--- config.mk ---
export PLATFORM = sky130hd
export DESIGN_NAME = servo_pwm_multi_flat
export DESIGN_NICKNAME = d
export VERILOG_FILES = /design/src/rtl/servo_pwm_multi_if.sv /design/src/rtl/servo_pwm_multi.sv /design/src/flat_wrapper.sv
export SDC_FILE = /design/constraint.sdc
export NUM_CORES = 1
export LEC_CHECK = 0
export BUFFER_PORTS_ARGS = -buffer_cell sky130_fd_sc_hd__buf_2
export CELL_PAD_IN_SITES_DETAIL_PLACEMENT = 1
export CELL_PAD_IN_SITES_GLOBAL_PLACEMENT = 2
export CORE_MARGIN = 2
export CORE_UTILIZATION = 39
export DETAILED_ROUTE_END_ITERATION = 8
export PLACE_DENSITY = 0.85
export SLEW_MARGIN = 10
export SYNTH_ARGS = -nofsm -noshare
export SYNTH_HDL_FRONTEND = slang
export SYNTH_HIERARCHICAL = 1
export SYNTH_SLANG_ARGS = --single-unit
--- constraint.sdc ---
create_clock -name i_clk -period 5.4 [get_ports i_clk]
set_input_delay 1.35 -clock i_clk [delete_from_list [all_inputs] [get_ports i_clk]]
set_output_delay 1.35 -clock i_clk [all_outputs]
set_load 0.005 [all_outputs]
--- src/rtl/servo_pwm_multi_if.sv ---
// servo_pwm_multi_if
//   Duty-register write bus between the bus register block and the PWM engine.
//   master: register block (drives the write strobe, channel index and data)
//   slave : servo_pwm_multi (samples them on clk)
// Signals:
//   duty_wr_en   one-cycle write strobe
//   duty_wr_ch   target channel index (CH_W bits)
//   duty_wr_data high time in clocks (CNT_W bits)
interface servo_pwm_multi_if #(
  parameter int CNT_W = 32,
  parameter int CH_W  = 2
);
  logic             duty_wr_en;
  logic [CH_W-1:0]  duty_wr_ch;
  logic [CNT_W-1:0] duty_wr_data;

  modport master (output duty_wr_en, duty_wr_ch, duty_wr_data);
  modport slave  (input  duty_wr_en, duty_wr_ch, duty_wr_data);
endinterface

--- src/rtl/servo_pwm_multi.sv ---
// servo_pwm_multi
//   Multi-channel servo PWM generator. NUM_CH outputs share one period
//   counter; the frame length is reloaded from i_period_value at every frame
//   boundary. Each channel has a pending and an active duty register; pending
//   values move to active all at once on the boundary, so a pulse is never cut
//   or stretched mid-frame.
// Configuration macro:
//   SERVO_CLAMP_EN  when defined, written duty values are saturated to
//                   [DUTY_MIN, DUTY_MAX] before reaching the pending register.
// Ports:
//   i_clk           system clock
//   i_reset         synchronous reset, active high
//   i_enable        1 = run, 0 = hold counter at 0 and drive outputs low
//   i_period_value  frame length in clocks (0/1 treated as 2)
//   i_wr            duty write bus (slave modport)
//   o_pwm_sig       registered PWM outputs, one per channel
//   o_period_tick   registered pulse on the last clock of each frame

// Per-channel double-buffered duty and output compare.
module servo_pwm_ch #(
  parameter int CNT_W      = 32,
  parameter int DUTY_RESET = 15000
) (
  input  logic             i_clk,
  input  logic             i_reset,
  input  logic             i_enable,
  input  logic             i_boundary,
  input  logic             i_wr_hit,
  input  logic [CNT_W-1:0] i_wr_val,
  input  logic [CNT_W-1:0] i_cnt,
  output logic             o_pwm
);
  logic [CNT_W-1:0] r_pend;
  logic [CNT_W-1:0] r_act;
  logic [CNT_W-1:0] w_pend_nxt;
  logic             r_pwm;

  // A write landing in the boundary cycle is forwarded straight into r_act.
  assign w_pend_nxt = i_wr_hit ? i_wr_val : r_pend;

  always_ff @(posedge i_clk) begin
    if (i_reset) begin
      r_pend <= CNT_W'(DUTY_RESET);
      r_act  <= CNT_W'(DUTY_RESET);
      r_pwm  <= 1'b0;
    end else begin
      r_pend <= w_pend_nxt;
      // While idle, keep active tracking pending so a restart uses fresh values.
      if (!i_enable)       r_act <= r_pend;
      else if (i_boundary) r_act <= w_pend_nxt;
      r_pwm <= i_enable & (i_cnt < r_act);
    end
  end

  assign o_pwm = r_pwm;
endmodule

module servo_pwm_multi #(
  parameter int NUM_CH     = 4,
  parameter int CNT_W      = 32,
  parameter int CH_W       = 2,
  parameter int DUTY_RESET = 15000,
  parameter int DUTY_MIN   = 5000,
  parameter int DUTY_MAX   = 25000
) (
  input  logic                i_clk,
  input  logic                i_reset,
  input  logic                i_enable,
  input  logic [CNT_W-1:0]    i_period_value,
  servo_pwm_multi_if.slave    i_wr,
  output logic [NUM_CH-1:0]   o_pwm_sig,
  output logic                o_period_tick
);
`ifdef SERVO_CLAMP_EN
  localparam bit CLAMP_EN = 1'b1;
`else
  localparam bit CLAMP_EN = 1'b0;
`endif

  logic [CNT_W-1:0]  r_cnt;
  logic [CNT_W-1:0]  r_period_act;
  logic              r_tick;
  logic [CNT_W-1:0]  w_next_period;
  logic              w_boundary;
  logic [CNT_W-1:0]  w_wr_val;
  logic [NUM_CH-1:0] w_wr_hit;

  // Frames shorter than 2 clocks are not meaningful; 0 and 1 load as 2.
  assign w_next_period = (i_period_value < CNT_W'(2)) ? CNT_W'(2) : i_period_value;
  assign w_boundary    = (r_cnt == r_period_act - CNT_W'(1));

  always_comb begin
    w_wr_val = i_wr.duty_wr_data;
    if (CLAMP_EN) begin
      if (i_wr.duty_wr_data < CNT_W'(DUTY_MIN))      w_wr_val = CNT_W'(DUTY_MIN);
      else if (i_wr.duty_wr_data > CNT_W'(DUTY_MAX)) w_wr_val = CNT_W'(DUTY_MAX);
    end
  end

  always_ff @(posedge i_clk) begin
    if (i_reset) begin
      r_cnt        <= '0;
      r_period_act <= w_next_period;
      r_tick       <= 1'b0;
    end else if (!i_enable) begin
      r_cnt        <= '0;
      r_period_act <= w_next_period;
      r_tick       <= 1'b0;
    end else begin
      r_tick <= w_boundary;
      if (w_boundary) begin
        r_cnt        <= '0;
        r_period_act <= w_next_period;
      end else begin
        r_cnt <= r_cnt + CNT_W'(1);
      end
    end
  end

  // Indices >= NUM_CH have no matching instance, so such writes fall away.
  for (genvar g = 0; g < NUM_CH; g++) begin : g_ch
    assign w_wr_hit[g] = i_wr.duty_wr_en && (i_wr.duty_wr_ch == CH_W'(g));

    servo_pwm_ch #(
      .CNT_W      (CNT_W),
      .DUTY_RESET (DUTY_RESET)
    ) u_ch (
      .i_clk      (i_clk),
      .i_reset    (i_reset),
      .i_enable   (i_enable),
      .i_boundary (w_boundary),
      .i_wr_hit   (w_wr_hit[g]),
      .i_wr_val   (w_wr_val),
      .i_cnt      (r_cnt),
      .o_pwm      (o_pwm_sig[g])
    );
  end

  assign o_period_tick = r_tick;
endmodule

--- src/flat_wrapper.sv ---
// flat-port wrapper written by rule: the top's interface ports become plain ports
module servo_pwm_multi_flat 
#(
  parameter int NUM_CH     = 4,
  parameter int CNT_W      = 32,
  parameter int CH_W       = 2,
  parameter int DUTY_RESET = 15000,
  parameter int DUTY_MIN   = 5000,
  parameter int DUTY_MAX   = 25000
)
  (i_clk, i_reset, i_enable, i_period_value, o_pwm_sig, o_period_tick, i_wr_duty_wr_en, i_wr_duty_wr_ch, i_wr_duty_wr_data);
  servo_pwm_multi_if #(.CNT_W(CNT_W), .CH_W(CH_W)) i_wr_i ();
  input  logic i_clk;
  input  logic i_reset;
  input  logic i_enable;
  input  logic [CNT_W-1:0] i_period_value;
  output logic [NUM_CH-1:0] o_pwm_sig;
  output logic o_period_tick;
  input wire logic [$bits(i_wr_i.duty_wr_en)-1:0] i_wr_duty_wr_en;
  input wire logic [$bits(i_wr_i.duty_wr_ch)-1:0] i_wr_duty_wr_ch;
  input wire logic [$bits(i_wr_i.duty_wr_data)-1:0] i_wr_duty_wr_data;
  assign i_wr_i.duty_wr_en = i_wr_duty_wr_en;
  assign i_wr_i.duty_wr_ch = i_wr_duty_wr_ch;
  assign i_wr_i.duty_wr_data = i_wr_duty_wr_data;
  servo_pwm_multi #(.NUM_CH(NUM_CH), .CNT_W(CNT_W), .CH_W(CH_W), .DUTY_RESET(DUTY_RESET), .DUTY_MIN(DUTY_MIN), .DUTY_MAX(DUTY_MAX)) u_core (.i_clk(i_clk), .i_reset(i_reset), .i_enable(i_enable), .i_period_value(i_period_value), .i_wr(i_wr_i), .o_pwm_sig(o_pwm_sig), .o_period_tick(o_period_tick));
endmodule
==> results_dict.tcl, run 1 <==
set metrics [dict create \
    xor_xnor_cell_area_share_of_the_yosys_netlist_pct 3.346 \
    buffers_from_clock_root_to_sink_at_most 3 \
    fin_hold_ws_ns 0.4560 \
    clockRootBuffer "clkbuf_16" \
    r2r-end "u_core/g_ch[1].u_ch/r_act[24]" \
    grt_antenna_before_repair 0 \
    timing.final.max_slew_violations 0 \
    timing.max_slew.rel_slack_pct 38.32 \
    htree_levels 2 \
    synth.mux.area_fraction_pct 6.242 \
    floorplan.io_pins 75 \
    arrival_time_of_data_at_the_critical_path_endpoint_ns 5.07 \
    post_synth_instance_area_um2 17540 \
    finalSetupTns_ns 0 \
    hold_path_class "reg2reg" \
    postSynth.topFlopCell "dfxtp_1" \
    synth_largest_area_cell "dfxtp_1" \
    start_util_pct 39.58 \
    cts.repair_timing.setup_buffer_count 0 \
    hold_path_origin "u_core/g_ch[0].u_ch/r_pend[13]" \
    rrSetupSlack_ns 0.80 \
    tritoncts_clock_tree "yes" \
    layout-drive-gt1-share_pct 10.73 \
    clkSinkCount 325 \
    routed_wirelength_normalized_by_instance_count_um 20.39 \
    die-width_um 216.1 \
    synthesis.instances 1983 \
    fmax_ghz 0.2174 \
    finClkSkew_ns 0.02256 \
    drt.antenna.violating_nets 0 \
    synth-warning-count 6 \
    clk_transition_reported_paths_ns 0.06 \
    worst_hold_path.num_cells 2 \
    synth_top_cells_by_area "dfxtp_1 (33%), ha_1 (9.0%), mux2i_1 (6.0%)" \
    worst_ir_drop_vdd_mv 0.1827 \
    synth-seq-cells 325 \
    gp_routability_congestion 0.8202 \
    dominant_combinational_cell_family_by_area_after_synthesis "simple AND/OR/NAND/NOR gates" \
    cts_buffers 40 \
    first_pass_iters 5 \
    dieHeight_um 216.1 \
    power-per-cell-area_nw_per_um2 298.3 \
    synth_common_cells "dfxtp_1 (293), inv_1 (172), o21ai_0 (165)" \
    netlist.area_leader.share_pct 33.44 \
    crit_required_ns 5.87 \
    total_global_routing_overflow 0 \
    drc 0 \
    final-setup-viol-count 0 \
    post_cts_resize_count 0 \
    ff2ff_path_depth 11 \
    first_global_vias 14747 \
    antenna-diode-count 0 \
    synth-edff-count 32 \
    insertion_delay_ns 0.57 \
    asyncSetResetFlopFracSynth_pct 0 \
    crit_fanout 53 \
    final.fill_count 5182 \
    row_count 77 \
    cts_hold_buf 0 \
    share_of_the_clock_period_used_by_the_worst_path_after_layout_pct 85.20 \
    die_area_um2 46680 \
    worstReg2RegStart "u_core/r_period_act[0]" \
    period_minus_slack_ns 4.601 \
    path_class "reg2reg" \
    avgSynthCellArea_um2 8.845 \
    worstMarginPinSlew_ns 0.9252 \
    synth_compound_gate_area_share_pct 16.81 \
    maxCapViolCount 0 \
    mappedNetlistNets 2179 \
    buffer_ports.inserted 74 \
    vias 14190 \
    coreArea_um2 44320 \
    drt_first_iter_violations 840 \
    synthMostInstantiatedCell "dfxtp_1" \
    hold_worst_path_end "u_core/g_ch[0].u_ch/r_pend[13]" \
    timing.critical_path.to_type "register" \
    wl_um 52920 \
    detail_placement_hpwl_um 36410 \
    grt_start_max_net_pins 147 \
    globalRouteTotalUtil_pct 22.67 \
    area.growth.synth_to_final_pct 11.36 \
    power.leakage_uw 0.007534 \
    run_status "complete, no violations" \
    ys_seq_area_share_pct 38.92 \
    startpoint_type "register" \
    drt-vias-per-instance 5.466 \
    synth_simple_gate_area_share_pct 17.76 \
    final_count_of_hold_timing_violations 0 \
    synthDistinctLibCells 59 \
    grt_first_pass_wirelength_um 84080 \
    synthAdderAreaFrac_pct 8.988 \
    finalNetCount 2171 \
    setup_repair_after_global_routing_missed_its_margin "no" \
]
-- cells by family (layout without fill, tap and decap cells) --
| logic type | count (synthesis) | in the layout |
|---|---|---|
| xor gates and xnor gates | 67 | 67 |
| adders and majority gates | 126 | 126 |
| and+or+nand+nor | 600 | 600 |
| muxes | 109 | 109 |
| AOI/OAI and AO/OA | 434 | 434 |
| DFF | 325 | 325 |
| buffers and inverters | 322 | 343 |
-- metal layers --
layer  GRT usage (%)  wire (um)
met1           29.65      24300
met2           38.31      25290
met3           2.793       1580
met4           8.379       1746
met5               0          0
-- stage by stage --
step / worst slack [ns] / util, % / power, uW / area (um^2) / cells
floorplan: 1.175 / - / 2940 / 17540 / 1983
global placement: 0.9751 / 41.04 / 3090 / 18190 / 2525
detailed placement: 0.8522 / 41.04 / 3111 / 18190 / 2525
CTS: 0.8025 / 44.07 / 5895 / 19530 / 2596
global route: 0.5721 / 44.07 / 6041 / 19530 / 2596
finish: 0.7994 / 44.07 / 5826 / 19530 / 2596
-- where the power goes --
group	switching, uW	internal [uW]
registers	67.1	2530
clock network	1090	1670
logic	291	174
total	1450	4370
-- sequential cells by signal (all words and copies together), names as in the netlist --
register and count:
u_core/g_ch.u_ch/r_pend 128, u_core/o_period_tick 1, u_core/g_ch.u_ch/o_pwm 4, u_core/r_period_act 32, u_core/r_cnt 32, u_core/g_ch.u_ch/r_act 128
-- cell usage in the layout, fill, tap and decap left out, types with 10 or more instances in the layout --
cell type / instances
dfxtp_1: 293
inv_1: 172
o21ai_0: 165
nand2_1: 149
nor2_1: 135
ha_1: 126
mux2i_1: 106
nand2b_1: 104
a22o_1: 100
buf_2: 72
a21oi_1: 71
nand3_1: 49
clkbuf_16: 43
xnor2_1: 40
edfxtp_1: 32
nor3_1: 29
nand4_1: 28
a221o_1: 28
xor2_1: 27
nor3_2: 24
buf_4: 22
a221oi_1: 16
nor4_1: 13
clkbuf_1: 11
nor2b_1: 10
and4_1: 10
-- worst max-delay path, cell delays in order (launching register included) --
cell and delay, ns:
edfxtp_1 0.43, or4_4 0.59, or4_4 0.58, or4_1 0.69
nor4_4 0.21, xnor2_1 0.11, nor4_1 0.32, and4_4 0.49
buf_4 0.64, a22o_1 0.22, nand2_1 0.06, o21ai_0 0.13
-- worst max-delay path by stage --
stage	from	endpoint	slack [ns]	cells after the start
6_report	u_core/r_period_act[0]	u_core/g_ch[1].u_ch/r_act[24]	0.80	11
5_1_grt	u_core/r_period_act[0]	u_core/g_ch[2].u_ch/r_act[19]	0.57	11
4_1_cts	u_core/r_period_act[0]	u_core/g_ch[1].u_ch/r_act[24]	0.80	11
3_5_place_dp	u_core/r_period_act[0]	u_core/g_ch[1].u_ch/r_act[24]	0.85	11
3_3_place_gp	u_core/r_period_act[0]	u_core/g_ch[0].u_ch/r_act[31]	0.98	9
2_1_floorplan	u_core/r_period_act[0]	u_core/r_period_act[0]	1.17	9
-- area by class of cell --
type,count,area (um^2),share of cell area (%)
flip-flops and latches,325,6827,34.95
multi-input cells,1336,9349,47.87
clock buffers,63,1241,6.355
repair buffers,100,628.1,3.216
inverters,172,645.6,3.306
well taps,592,740.7,3.792
clock inverters,8,100.1,0.5125
Power figures use the tool's default switching activity.
==> inputs of run 2 (changes only) <==
Settings changed: ABC_AREA set to 1, ABC_CLOCK_PERIOD_IN_PS set to 5400, CORE_UTILIZATION 39 to 38.
==> results_dict.tcl, run 2 <==
set metrics [dict create \
    globalRouteTotalUtil_pct 22.57 \
    insertion_delay_ns 0.57 \
    cts_buffers 39 \
    share_of_the_clock_period_used_by_the_worst_path_after_layout_pct 70.36 \
    dieHeight_um 219.8 \
    drc 0 \
    setup.worst_path.start "u_core/r_period_act[0]" \
    timing.final.max_slew_violations 0 \
    numPlacedInstances 2745 \
    mostFrequentLayoutCell "inv_1" \
    asyncSetResetFlopFracSynth_pct 0 \
    post_synth_instance_area_um2 17700 \
    p_clk_share_pct 47.0 \
    final_count_of_hold_timing_violations 0 \
    layout.cells.most_common_list "inv_1 (338), nand2_1 (327), dfxtp_1 (293), nor2_1 (192), a21oi_1 (129)" \
    drt.antenna.violating_nets 0 \
    largest_registers "u_core/g_ch.u_ch/r_act: 128 flops, u_core/g_ch.u_ch/r_pend: 128 flops" \
    synth-edff-count 32 \
    layoutNonFillerInstCount 2815 \
    gp_routability_congestion 0.8350 \
    synthMostInstantiatedCell "inv_1" \
    seqPwrFrac_pct 44.2 \
    startpoint_type "register" \
    crit_required_ns 5.91 \
    vias 14841 \
    htree_levels 2 \
    layout-drive-gt1-share_pct 13.36 \
    hold_path_class "reg2reg" \
    hold_path_origin "u_core/g_ch[2].u_ch/r_pend[3]" \
    finalNetCount 2375 \
    first_pass_iters 5 \
    switching_share_pct 25.84 \
    floorplan.io_pins 75 \
    ys_seq_area_share_pct 38.57 \
    multi_input_combinational_cell_area_um2 8788 \
    synth-seq-cells 325 \
    buffer_ports.inserted 74 \
    drt-vias-per-instance 5.272 \
    crit_fanout 23 \
    antenna-diode-count 0 \
    cpPeakStageDelay_ns 0.76 \
    die_area_um2 48310 \
    mappedNetlistNets 2371 \
    cts.repair_timing.setup_buffer_count 0 \
    grt_start_max_net_pins 67 \
    detailedPlace.worstSlack_ns 1.545 \
    timing.critical_path.to_type "register" \
    timing.critical_path.mode_cell "nand2_1" \
    routed_wirelength_normalized_by_instance_count_um 19.16 \
    power-per-cell-area_nw_per_um2 299.1 \
    synth_common_cells "inv_1 (338), nand2_1 (327), dfxtp_1 (293)" \
    period_minus_slack_ns 3.799 \
    buffers_from_clock_root_to_sink_at_most 3 \
    crit_slowest_cell "inv_1" \
    path_class "reg2reg" \
    fmax_ghz 0.2632 \
    post_cts_resize_count 0 \
    finClkSkew_ns 0.02414 \
    wl_um 53930 \
    worstReg2RegStart "u_core/r_period_act[0]" \
    clockRootBuffer "clkbuf_16" \
    synth-warning-count 6 \
    cp_cell_sequence "inv_1 > ha_1 > nand2_1 > nor2_2 > nand3_1 > o21ai_1 > nand2_1 > nand2_1 > nand2_1 > nor2_1 > nand3_2 > nor2_1 > buf_4 > nand2_2 > inv_1 > a221oi_1 > nor2_1" \
    cts_hold_buf 0 \
    maxCapViolCount 0 \
    setup_repair_after_global_routing_missed_its_margin "no" \
    timing.max_slew.rel_slack_pct 37.12 \
    synthesis.instances 2175 \
    postSynth.topFlopCell "dfxtp_1" \
    run_status "complete, no violations" \
    die-width_um 219.8 \
    arrival_time_of_data_at_the_critical_path_endpoint_ns 4.30 \
    start_util_pct 38.26 \
    drt_first_iter_violations 582 \
    tritoncts_clock_tree "yes" \
    avgSynthCellArea_um2 8.137 \
    worst_ir_drop_vdd_mv 0.2238 \
    coreArea_um2 46260 \
    worstMarginPinSlew_ns 0.9407 \
    final-setup-viol-count 0 \
    sequential_cell_area_um2 6827 \
    internal_power_uw 4325 \
    combPwrFrac_pct 8.7 \
    final.fill_count 5594 \
    area.growth.synth_to_final_pct 10.17 \
    row_count 79 \
    final_worst_path_setup_slack_ns 1.601 \
    total_global_routing_overflow 0 \
    grt_antenna_before_repair 0 \
    switchingPower_uw 1507 \
    power.leakage_uw 0.008058 \
    synthDistinctLibCells 43 \
    netlist.area_leader.share_pct 33.14 \
    finalSetupTns_ns 0 \
    clk_transition_reported_paths_ns 0.06 \
    detail_placement_hpwl_um 39680 \
    synth_largest_area_cell "dfxtp_1" \
    clkSinkCount 325 \
    first_global_vias 15687 \
    grt_first_pass_wirelength_um 85010 \
    synth_top_cells_by_area "dfxtp_1 (33%), ha_1 (8.9%), inv_1 (7.2%)" \
]
run 2: cell types whose count changed after synthesis, moves of 51 or more:
cell,delta
o22ai_1,+66
o21ai_0,-117
nand2_1,+178
a21oi_1,+58
nand2b_1,-104
mux2i_1,-70
inv_1,+166
clkbuf_1,-51
nor2_1,+52
run 2: cells by family after synthesis:
kind of cell               share of synthesized area (%)
and+or+nand+nor                                    16.79
AOI/OAI and AO/OA                                  19.24
buffers and inverters                              11.88
DFF                                                38.57
adders and majority gates                          8.908
xor gates and xnor gates                           2.574
muxes                                              2.036
run 2: cell type report:
cell class / count / share of cell area [%]
Clock buffer: 56 / 6.065
Clock inverter: 14 / 0.7444
Inverter: 356 / 6.905
Multi-Input combinational cell: 1375 / 45.08
Sequential cell: 325 / 35.01
Tap cell: 607 / 3.896
Timing Repair Buffer: 82 / 2.298
run 2: routing by layer:
metal | global-route usage, % | part of all wire [%] | up-vias
li1 | - | - | 7243
met1 | 28.82 | 46 | 7323
met2 | 39.51 | 48 | 193
met3 | 2.650 | 2.9 | 82
met4 | 7.248 | 2.7 | 0
met5 | 0 | 0 | -
run 2: power by group through the flow:
stage	combinational (uW)	sequential [uW]	clock [uW]
2_1_floorplan	378	2610	0
3_5_place_dp	509	2630	0
6_report	508	2580	2740
4_1_cts	513	2580	2810
5_1_grt	569	2590	2910
3_3_place_gp	488	2630	0
run 2: worst max-delay path: cells and delay by family (launching register included):
family	cells	cell delay, ns
compound gates	2	0.43
fa+ha+maj	1	0.25
buf+inv	3	1.19
flops	1	0.38
simple gates	11	1.46
run 2: worst paths after layout:
kind                                    to  slack, ns  depth (start not counted)
max          u_core/g_ch[3].u_ch/r_act[26]       1.60                         17
min           u_core/g_ch[2].u_ch/r_act[3]       0.48                          2
max reg2reg  u_core/g_ch[3].u_ch/r_act[26]       1.60                         17
min reg2reg   u_core/g_ch[2].u_ch/r_act[3]       0.48                          2
run 2: per-stage QoR:
step                utilization (%)  cell area [um^2]  total power, uW  hold WS (ns)
CTS                           42.15             19500             5906        0.4786
finish                        42.15             19500             5832        0.4790
global placement              39.28             18170             3116        0.4545
global route                  42.15             19500             6065        0.4990
detailed placement            39.28             18170             3141        0.4694
floorplan                         -             17700             2993        0.4495
